===== src/rtl/serializer_pkg.sv =====
// Shared types and helpers for the bit serializer.
// Compile with SERIALIZER_PARITY_EN defined to append an even-parity bit to every frame.
package serializer_pkg;

  typedef enum logic {
    IDLE  = 1'b0,
    SHIFT = 1'b1
  } state_t;

  localparam int WIDTH_MIN = 2;
  localparam int WIDTH_MAX = 32;

  // Number of serial bits per frame, including the optional parity bit.
  function automatic int frame_len(input int width);
`ifdef SERIALIZER_PARITY_EN
    return width + 1;
`else
    return width;
`endif
  endfunction

  // Counter width with headroom for the parity bit.
  function automatic int cnt_width(input int width);
    return $clog2(width + 2);
  endfunction

endpackage


===== src/rtl/frame_bit_counter.sv =====
// Bit position counter for one serial frame; saturates at FRAME_LEN-1 and flags it
// with terminal, which the top uses as the last-bit marker.
module frame_bit_counter
  import serializer_pkg::*;
#(
  parameter int FRAME_LEN = 8,
  parameter int CNT_W     = 4
) (
  input  logic clk,
  input  logic rst_n,
  input  logic clear,
  input  logic enable,
  output logic terminal
);

  localparam logic [CNT_W-1:0] LAST_IDX = CNT_W'(FRAME_LEN - 1);

  logic [CNT_W-1:0] count_reg;

  assign terminal = (count_reg == LAST_IDX);

  // Clear wins over enable so a new frame always starts from bit 0.
  always_ff @(posedge clk or negedge rst_n) begin
    if (!rst_n) begin
      count_reg <= '0;
    end else if (clear) begin
      count_reg <= '0;
    end else if (enable && !terminal) begin
      count_reg <= count_reg + 1'b1;
    end
  end

endmodule


===== src/rtl/bit_serializer.sv =====
// Parallel-to-serial converter: WIDTH-bit words in over valid/ready, MSB-first bits out.
// Optional even-parity bit after the LSB when SERIALIZER_PARITY_EN is defined.
module bit_serializer
  import serializer_pkg::*;
#(
  parameter int WIDTH = 8
) (
  input  logic             clk,
  input  logic             rst_n,
  input  logic             in_valid,
  output logic             in_ready,
  input  logic [WIDTH-1:0] in_data,
  output logic             ser_out,
  output logic             ser_valid,
  output logic             ser_last,
  output logic             busy
);

  localparam int FRAME_LEN = frame_len(WIDTH);
  localparam int CNT_W     = cnt_width(WIDTH);

  state_t           state_reg, state_next;
  logic [WIDTH-1:0] shift_reg;
  logic             transfer;
  logic             terminal;
  logic             fill_bit;

  // in_ready depends only on registered state, never on in_valid.
  assign ser_last  = (state_reg == SHIFT) && terminal;
  assign in_ready  = (state_reg == IDLE) || ser_last;
  assign transfer  = in_valid && in_ready;
  assign ser_valid = (state_reg == SHIFT);
  assign busy      = (state_reg == SHIFT);
  assign ser_out   = shift_reg[WIDTH-1];

  always_ff @(posedge clk or negedge rst_n) begin
    if (!rst_n) begin
      state_reg <= IDLE;
    end else begin
      state_reg <= state_next;
    end
  end

  always_comb begin
    state_next = state_reg;
    case (state_reg)
      IDLE:  if (transfer) state_next = SHIFT;
      SHIFT: if (ser_last && !transfer) state_next = IDLE;
      default: state_next = IDLE;
    endcase
  end

`ifdef SERIALIZER_PARITY_EN
  // The parity bit enters at the LSB on the first shift and reaches the MSB
  // exactly when the counter hits WIDTH, keeping ser_out a pure register bit.
  logic         parity_reg;
  logic [WIDTH:0] parity_chain;

  assign parity_chain[0] = 1'b0;
  for (genvar gi = 0; gi < WIDTH; gi++) begin : g_parity
    assign parity_chain[gi+1] = parity_chain[gi] ^ in_data[gi];
  end

  always_ff @(posedge clk or negedge rst_n) begin
    if (!rst_n) begin
      parity_reg <= 1'b0;
    end else if (transfer) begin
      parity_reg <= parity_chain[WIDTH];
    end else if (state_reg == SHIFT) begin
      parity_reg <= 1'b0;
    end
  end

  assign fill_bit = parity_reg;
`else
  assign fill_bit = 1'b0;
`endif

  // Zeros shift in behind the frame, so ser_out is already 0 on return to IDLE.
  always_ff @(posedge clk or negedge rst_n) begin
    if (!rst_n) begin
      shift_reg <= '0;
    end else if (transfer) begin
      shift_reg <= in_data;
    end else if (state_reg == SHIFT) begin
      shift_reg <= {shift_reg[WIDTH-2:0], fill_bit};
    end
  end

  frame_bit_counter #(
    .FRAME_LEN(FRAME_LEN),
    .CNT_W    (CNT_W)
  ) u_counter (
    .clk     (clk),
    .rst_n   (rst_n),
    .clear   (transfer || ser_last),
    .enable  (state_reg == SHIFT),
    .terminal(terminal)
  );

endmodule


===== config.mk =====
export PLATFORM = sky130hd
export DESIGN_NAME = bit_serializer
export DESIGN_NICKNAME = d
export VERILOG_FILES = /design/src/rtl/serializer_pkg.sv /design/src/rtl/frame_bit_counter.sv /design/src/rtl/bit_serializer.sv
export SDC_FILE = /design/constraint.sdc
export NUM_CORES = 1
export LEC_CHECK = 0
export ABC_AREA = 1
export CORE_MARGIN = 1
export CORE_UTILIZATION = 35
export CTS_BUF_LIST = sky130_fd_sc_hd__clkbuf_4
export DETAILED_ROUTE_END_ITERATION = 10
export MAX_ROUTING_LAYER = met4
export PLACE_DENSITY_LB_ADDON = 0.15
export RECOVER_POWER = 25
export SLEW_MARGIN = 20
export SYNTH_ARGS = -nofsm -noshare
export SYNTH_HDL_FRONTEND = slang
export SYNTH_SLANG_ARGS = --single-unit

===== constraint.sdc =====
create_clock -name clk -period 2.4 [get_ports clk]
set_input_delay 0.48 -clock clk [delete_from_list [all_inputs] [get_ports clk]]
set_output_delay 0.48 -clock clk [all_outputs]
set_load 0.02 [all_outputs]

[Word level (Yosys, flattened, before mapping)]
Cells that the tools add are included.
Storage, ports and cells
  input port bits: 11
  output and inout port bits: 5
  bits in registers: 13
Cells by class
  $add $sub $neg: 1
  reduce and logical (&&, ||, !) cells: 10
  eq/ne operators: 1
  mux-type cells: 7
  bitwise logic cells: 1
Operators with widths (count)
  $mux 8: 2
  $mux 4: 2
  $add 4x1->4 const B: 1
  $eq 4x3->1 const B: 1
  $logic_and 1x1->1: 4
  $reduce_bool 2->1: 2
  $logic_not 1->1: 2
  $logic_or 1x1->1: 2
  $mux 1: 2
  $pmux 1 s2: 1
  $not 1->1: 1

[Depth between registers and ports, before layout]
Gate-level depths: netlist of the first run.
  depth after elaboration: 8
  mapped depth: 6

[Cells and area by module]
A second synthesis of the first run with hierarchy kept.
Second synthesis, totals
  cell total of the unflattened synthesis: 95
  area, all modules: 774.5 sq um
By module, submodules not included
  bit_serializer: cells an instance 67, area an instance 548.0 sq um, instances 1
  frame_bit_counter: cells an instance 28, area an instance 226.5 sq um, instances 1

[Worst setup path before layout of the first run]
OpenSTA, ideal clock, no wires.
  path type: register to output
  start: register u_counter.count_reg[1]
  end: output port ser_last
  data arrival time: 0.928 ns
  path slack: 0.992 ns
  stages on the path, launching flop included: 4
  path through: dfrtp_1 -> ha_1 -> nand3_2 -> nor2_1
On the way
  cells in the longest elaborated chain, start to end: 2
Ends and longest elaborated chain
  from (decl): line frame_bit_counter.sv:18  | logic [CNT_W-1:0] count_reg;
  from (signal assigned): line frame_bit_counter.sv:29  | count_reg <= count_reg + 1'b1;
  $eq 4x3->1: line frame_bit_counter.sv:20  | assign terminal = (count_reg == LAST_IDX);
  $logic_and 1x1->1: line bit_serializer.sv:29  | assign ser_last = (state_reg == SHIFT) && terminal;
  to (decl): line bit_serializer.sv:15  | output logic ser_last,
Every way passes these cells.

[Worst setup path in the final report of the first run]
Ends and elaborated chain as after synthesis.

==> results.json, run 1 <==
{
  "outcome": "complete, no violations",
  "syn_area_per_cell_um2": 7.75,
  "antenna_found_initial": 0,
  "syn_inst": 89,
  "p_per_area_mw_per_mm2": 1010,
  "yosysSeqAreaShare_pct": 47.2,
  "fin_skew_ns": 0.00104,
  "n_antenna_cell": 0,
  "synth_top_area_share_pct": 47.2,
  "multiInputGateArea_um2": 278,
  "grt_pass1_wl_mm": 2.40,
  "peakVddDrop_mv": 0.535,
  "die_x_um": 46.4,
  "vias_per_cell": 4.64,
  "yosys.area_share.xor_xnor_pct": 1.27,
  "cp_max_fo": 3,
  "synth-simple-area-share_pct": 35.0,
  "cts-root-buf": "clkbuf_4",
  "hold_slack_ns": 0.497,
  "reg2reg_from": "u_counter.count_reg[1]",
  "grt_max_degree": 19,
  "grt_pass1_vias": 563,
  "p_clk_share_pct": 16.8,
  "core-area_mm2": 0.00178,
  "report.final.slew_viol_count": 0,
  "cts_resized": 0,
  "synth_largest_area_cell": "dfrtp_1",
  "setup_violations": 0,
  "period_share_pct": 89.2,
  "drtIter0Drc": 5,
  "clock-sinks": 13,
  "synth-compound-area-share_pct": 2.18,
  "arrival_ns": 1.66,
  "cts_tree": "yes",
  "worstSetupEndpointType": "output pin",
  "yosys-top-cells-area": "dfrtp_1 47%, nand3_1 13%, nand2_1 13%",
  "place.gp.congestion": 0.712,
  "worst_pin_slew_ns": 0.613,
  "path_class": "register to output pin",
  "synth_top_family_by_area": "simple AND/OR/NAND/NOR gates",
  "drc": 0,
  "synth.mux.area_fraction_pct": 0,
  "post_cts_buffers": 0,
  "final_common_cell": "nand2_1",
  "clk_pin_slew_ns": 0.08,
  "groute.usage.overall_pct": 16.8,
  "clock_path_buffers": 2,
  "switching_share_pct": 38.6,
  "port_buffers": 15,
  "syn-cell-area_um2": 689,
  "rows": 15,
  "synth_seq_cells": 13,
  "crit_required_ns": 1.92,
  "initial_core_util_pct": 38.7,
  "hold_buffers": 0,
  "p_switching_mw": 0.340,
  "rsz0062_at_grt": "no",
  "routedWlPerCell_um": 10.3,
  "drv_cap": 0,
  "r2r_end": "shift_reg[2]",
  "largest_reg_flops": 8,
  "die_h_um": 46.4,
  "final_nets": 119,
  "pwr-share-comb_pct": 42.7,
  "intPower_mw": 0.543,
  "max_freq_mhz": 467,
  "hpwl_um": 943,
  "min_path_type": "register to register",
  "vias": 608,
  "die_area_mm2": 0.00215,
  "timing.final.crit_period_ns": 2.14,
  "ys.warnings.count": 0,
  "holdPathStages": 2,
  "syn-num-nets": 101,
  "hp-start": "shift_reg[7]",
  "totalWireLength_mm": 1.35,
  "holdPathEnd": "shift_reg[7]",
  "drive_above_1_share_pct": 8.49,
  "clkLatencyLatePin_ns": 0.28,
  "h-tree-depth": 1,
  "final_antenna_net_count": 0,
  "seq_power_share_pct": 40.5,
  "r2r.worst_path.cells": 7,
  "ff_latch_area_um2": 325,
  "area.growth.synth_to_final_pct": 27.4,
  "tns_ns": 0,
  "overflow": 0,
  "yosys.area_share.adder_pct": 1.81,
  "slew_headroom_pct": 59.0,
  "cts_buffers": 3,
  "nFillCells": 182,
  "hold_viol_final": 0,
  "rrSetupSlack_ns": 0.96,
  "p_leak_nw": 0.429,
  "final_cell_mix": "23 x nand2_1, 18 x nand3_1, 14 x clkdlybuf4s50_1",
  "synth_cell_types": 14,
  "crit_path_start_kind": "register",
  "first_pass_iters": 4,
  "boundaryPins": 16
}
[Yosys cell counts, drive strengths merged]
master / n
xor2: 1
inv: 13
a21oi: 2
o21ai: 1
ha: 1
nor2: 11
buf: 4
nand2: 24
nand3: 19
dfrtp: 13
[per-layer routing]
| metal | GRT usage [%] | up-vias | part of all wire [%] |
|---|---|---|---|
| li1 | - | 310 | - |
| met1 | 21.1 | 282 | 48 |
| met2 | 23.3 | 12 | 45 |
| met3 | 8.24 | 4 | 5.8 |
| met4 | 5.29 | 0 | 1.3 |
| met5 | - | - | 0 |
[power groups by stage]
stage	combinational, mW	clock (mW)	sequential, mW
global placement	0.371	0	0.360
CTS	0.383	0.154	0.359
finish	0.377	0.148	0.358
floorplan	0.266	0	0.362
detailed placement	0.382	0	0.362
global route	0.436	0.167	0.372
[stage by stage]
stage	util [%]	setup slack, ns	total power, mW	area [µm²]	instances
after CTS	49.3	0.240	0.897	878	131
after detailed placement	47.6	0.555	0.744	848	127
after global placement	47.6	0.579	0.731	848	127
final	49.3	0.260	0.883	878	131
after floorplan	-	0.992	0.628	689	89
after global routing	49.3	0.108	0.975	878	131
[kinds of logic (layout without fill, tap and decap cells)]
family	count (synthesis)	after routing
and+or+nand+nor	54	54
buffers and inverters	17	34
DFF	13	13
AOI/OAI and AO/OA	3	3
adders and majority gates	1	1
xor gates and xnor gates	1	1
[worst max path at each step]
| stage | start | end | slack, ns |
|---|---|---|---|
| after floorplan | u_counter.count_reg[1] | ser_last | 0.99 |
| after global placement | u_counter.count_reg[1] | ser_last | 0.58 |
| after detailed placement | u_counter.count_reg[1] | ser_last | 0.55 |
| after CTS | u_counter.count_reg[1] | ser_last | 0.24 |
| after global routing | u_counter.count_reg[1] | ser_last | 0.11 |
| final | u_counter.count_reg[1] | ser_last | 0.26 |
[critical path, stage by stage (launching register included)]
cell	delay (ns)
dfrtp_1	0.37
ha_1	0.20
nand3_2	0.11
nor2_1	0.09
clkdlybuf4s50_1	0.60
[final cells by class]
type,count,area share [%]
multi-input cells,59,31.6
repair buffers,17,18.8
clock buffers,4,3.42
well taps,25,3.56
flip-flops and latches,13,37.0
inverters,13,5.56
(Power assumes the default switching activity.)
==> run 2: changes to the inputs <==
--- a/config.mk
+++ b/config.mk
@@ -6,8 +6,11 @@
 export NUM_CORES = 1
 export LEC_CHECK = 0
 export ABC_AREA = 1
+export CELL_PAD_IN_SITES_DETAIL_PLACEMENT = 2
+export CELL_PAD_IN_SITES_GLOBAL_PLACEMENT = 2
+export CORE_ASPECT_RATIO = 1.25
 export CORE_MARGIN = 1
-export CORE_UTILIZATION = 35
+export CORE_UTILIZATION = 30
 export CTS_BUF_LIST = sky130_fd_sc_hd__clkbuf_4
 export DETAILED_ROUTE_END_ITERATION = 10
 export MAX_ROUTING_LAYER = met4
==> run 2 against run 1 <==
Net effect: cell area rose by 0.85%; count of clock-buffer cells in the layout did not move; wire length rose by 25%; clock power rose by 4%; combinational power rose by 2%; first-iteration DRC count fell by 40%; clock skew rose by 0.0031 ns; via count rose by 4.3%; cell count rose by 4.6%; critical endpoint unchanged; highest routed layer unchanged.
==> results.json, run 2 (synthesis gave the netlist of run 1 again) <==
{
  "fin_skew_ns": 0.00414,
  "outcome": "complete, no violations",
  "tns_ns": 0,
  "worst_pin_slew_ns": 0.642,
  "wl_met3_um": 39,
  "die_area_mm2": 0.00249,
  "clock_path_buffers": 2,
  "grt_pass1_wl_mm": 3.04,
  "crit_chain": "ha_1, nand3_2, nor2_1, clkdlybuf4s50_1",
  "max_freq_mhz": 464,
  "area.growth.synth_to_final_pct": 28.5,
  "first_pass_iters": 3,
  "port_buffers": 15,
  "grt_pass1_vias": 669,
  "hold_buffers": 0,
  "p_leak_nw": 0.429,
  "groute.usage.overall_pct": 16.8,
  "dpl-instance-area_um2": 856,
  "overflow": 0,
  "cp_slowest_cell": "clkdlybuf4s50_1",
  "boundaryPins": 16,
  "timing.final.crit_period_ns": 2.16,
  "final_cell_mix": "23 x nand2_1, 18 x nand3_1, 14 x clkdlybuf4s50_1",
  "n_antenna_cell": 0,
  "cts_tree": "yes",
  "rows": 19,
  "slowest_delay_ns": 0.60,
  "drc": 0,
  "totalWireLength_mm": 1.69,
  "post_cts_buffers": 0,
  "final_common_cell": "nand2_1",
  "vias": 634,
  "r2r.worst_path.cells": 7,
  "largest_reg_flops": 8,
  "final_cell_area_um2": 886,
  "wl_met1_um": 772,
  "final_nets": 119,
  "p_per_area_mw_per_mm2": 1010,
  "core-area_mm2": 0.00219,
  "period_share_pct": 89.8,
  "die_x_um": 44.9,
  "place.gp.congestion": 0.753,
  "hpwl_mm": 1.24,
  "drive_above_1_share_pct": 8.49,
  "clock-sinks": 13,
  "crit_path_start_kind": "register",
  "initial_core_util_pct": 31.5,
  "drtIter0Drc": 3,
  "min_path_type": "register to register",
  "highest_layer": "met4",
  "dr_wl_met2_um": 855,
  "arrival_ns": 1.68,
  "rrSetupSlack_ns": 0.91,
  "peakVddDrop_mv": 0.410,
  "slew_headroom_pct": 57.1,
  "report.final.slew_viol_count": 0,
  "cts-root-buf": "clkbuf_4",
  "path_class": "register to output pin",
  "setup_violations": 0,
  "hold_viol_final": 0,
  "cp_max_fo": 3,
  "drv_cap": 0,
  "grt_max_degree": 19,
  "holdPathStages": 2,
  "h-tree-depth": 1,
  "cts_resized": 0,
  "antenna_found_initial": 0,
  "worstSetupEndpointType": "output pin",
  "routedWlPerCell_um": 12.4,
  "nFillCells": 278,
  "clk_pin_slew_ns": 0.09,
  "final_antenna_net_count": 0,
  "clkLatencyLatePin_ns": 0.28,
  "die_h_um": 55.6,
  "vias_per_cell": 4.63,
  "rsz0062_at_grt": "no",
  "crit_required_ns": 1.92,
  "cts_buffers": 3
}
## run 2: cell counts in the layout (fill, tap and decap cells not counted)
No cell type changed its count.
## run 2: per-stage QoR
| step | total power, mW | hold slack (ns) | util [%] | worst slack (ns) | cells |
|---|---|---|---|---|---|
| 6_report | 0.899 | 0.505 | 40.5 | 0.244 | 137 |
| 5_1_grt | 0.982 | 0.539 | 40.5 | 0.141 | 137 |
| 4_1_cts | 0.917 | 0.510 | 40.5 | 0.227 | 137 |
| 3_5_place_dp | 0.760 | 0.489 | 39.1 | 0.538 | 133 |
| 3_3_place_gp | 0.743 | 0.480 | 39.1 | 0.567 | 133 |
| 2_1_floorplan | 0.628 | 0.184 | - | 0.992 | 89 |
## run 2: final timing paths
| check | startpoint | endpoint |
|---|---|---|
| hold / removal | shift_reg[4] | shift_reg[4] |
| setup / recovery | u_counter.count_reg[1] | ser_last |
| min in group asynchronous | rst_n | shift_reg[4] |
| max in group asynchronous | rst_n | shift_reg[3] |
| setup reg to reg | u_counter.count_reg[1] | shift_reg[1] |
| hold reg to reg | shift_reg[4] | shift_reg[4] |
## run 2: worst max-delay path, delay by kind of cell (launching register included)
kind / cells / cell delay (ns)
adder cells (fa/ha/maj): 1 / 0.20
buffers and inverters: 1 / 0.60
flip-flops: 1 / 0.38
AND/OR/NAND/NOR: 2 / 0.22
## run 2: layer usage
metal | vias up | track usage [%]
met3 | 4 | 1.95
met5 | - | -
li1 | 306 | -
met1 | 314 | 20.8
met2 | 10 | 27.5
met4 | 0 | 6.49
## run 2: final cells by class
| cell class | count | area (µm²) | area share [%] |
|---|---|---|---|
| Timing Repair Buffer | 17 | 165 | 18.6 |
| Sequential cell | 13 | 325 | 36.7 |
| Multi-Input combinational cell | 59 | 278 | 31.4 |
| Clock buffer | 4 | 30.0 | 3.39 |
| Inverter | 13 | 48.8 | 5.51 |
| Tap cell | 31 | 38.8 | 4.38 |
## run 2: power by group
group | total (mW) | internal, mW | switching, mW
Clock | 0.154 | 0.0757 | 0.0787
Sequential | 0.361 | 0.301 | 0.0600
Combinational | 0.383 | 0.164 | 0.219
Total | 0.899 | 0.541 | 0.358
==> run 3: changes to the inputs <==
--- a/config.mk
+++ b/config.mk
@@ -6,6 +6,7 @@
 export NUM_CORES = 1
 export LEC_CHECK = 0
 export ABC_AREA = 1
+export CAP_MARGIN = 5
 export CELL_PAD_IN_SITES_DETAIL_PLACEMENT = 2
 export CELL_PAD_IN_SITES_GLOBAL_PLACEMENT = 2
 export CORE_ASPECT_RATIO = 1.25
==> results of run 3 <==
No change in the layout: final DEF, timing and power equal those of run 2.
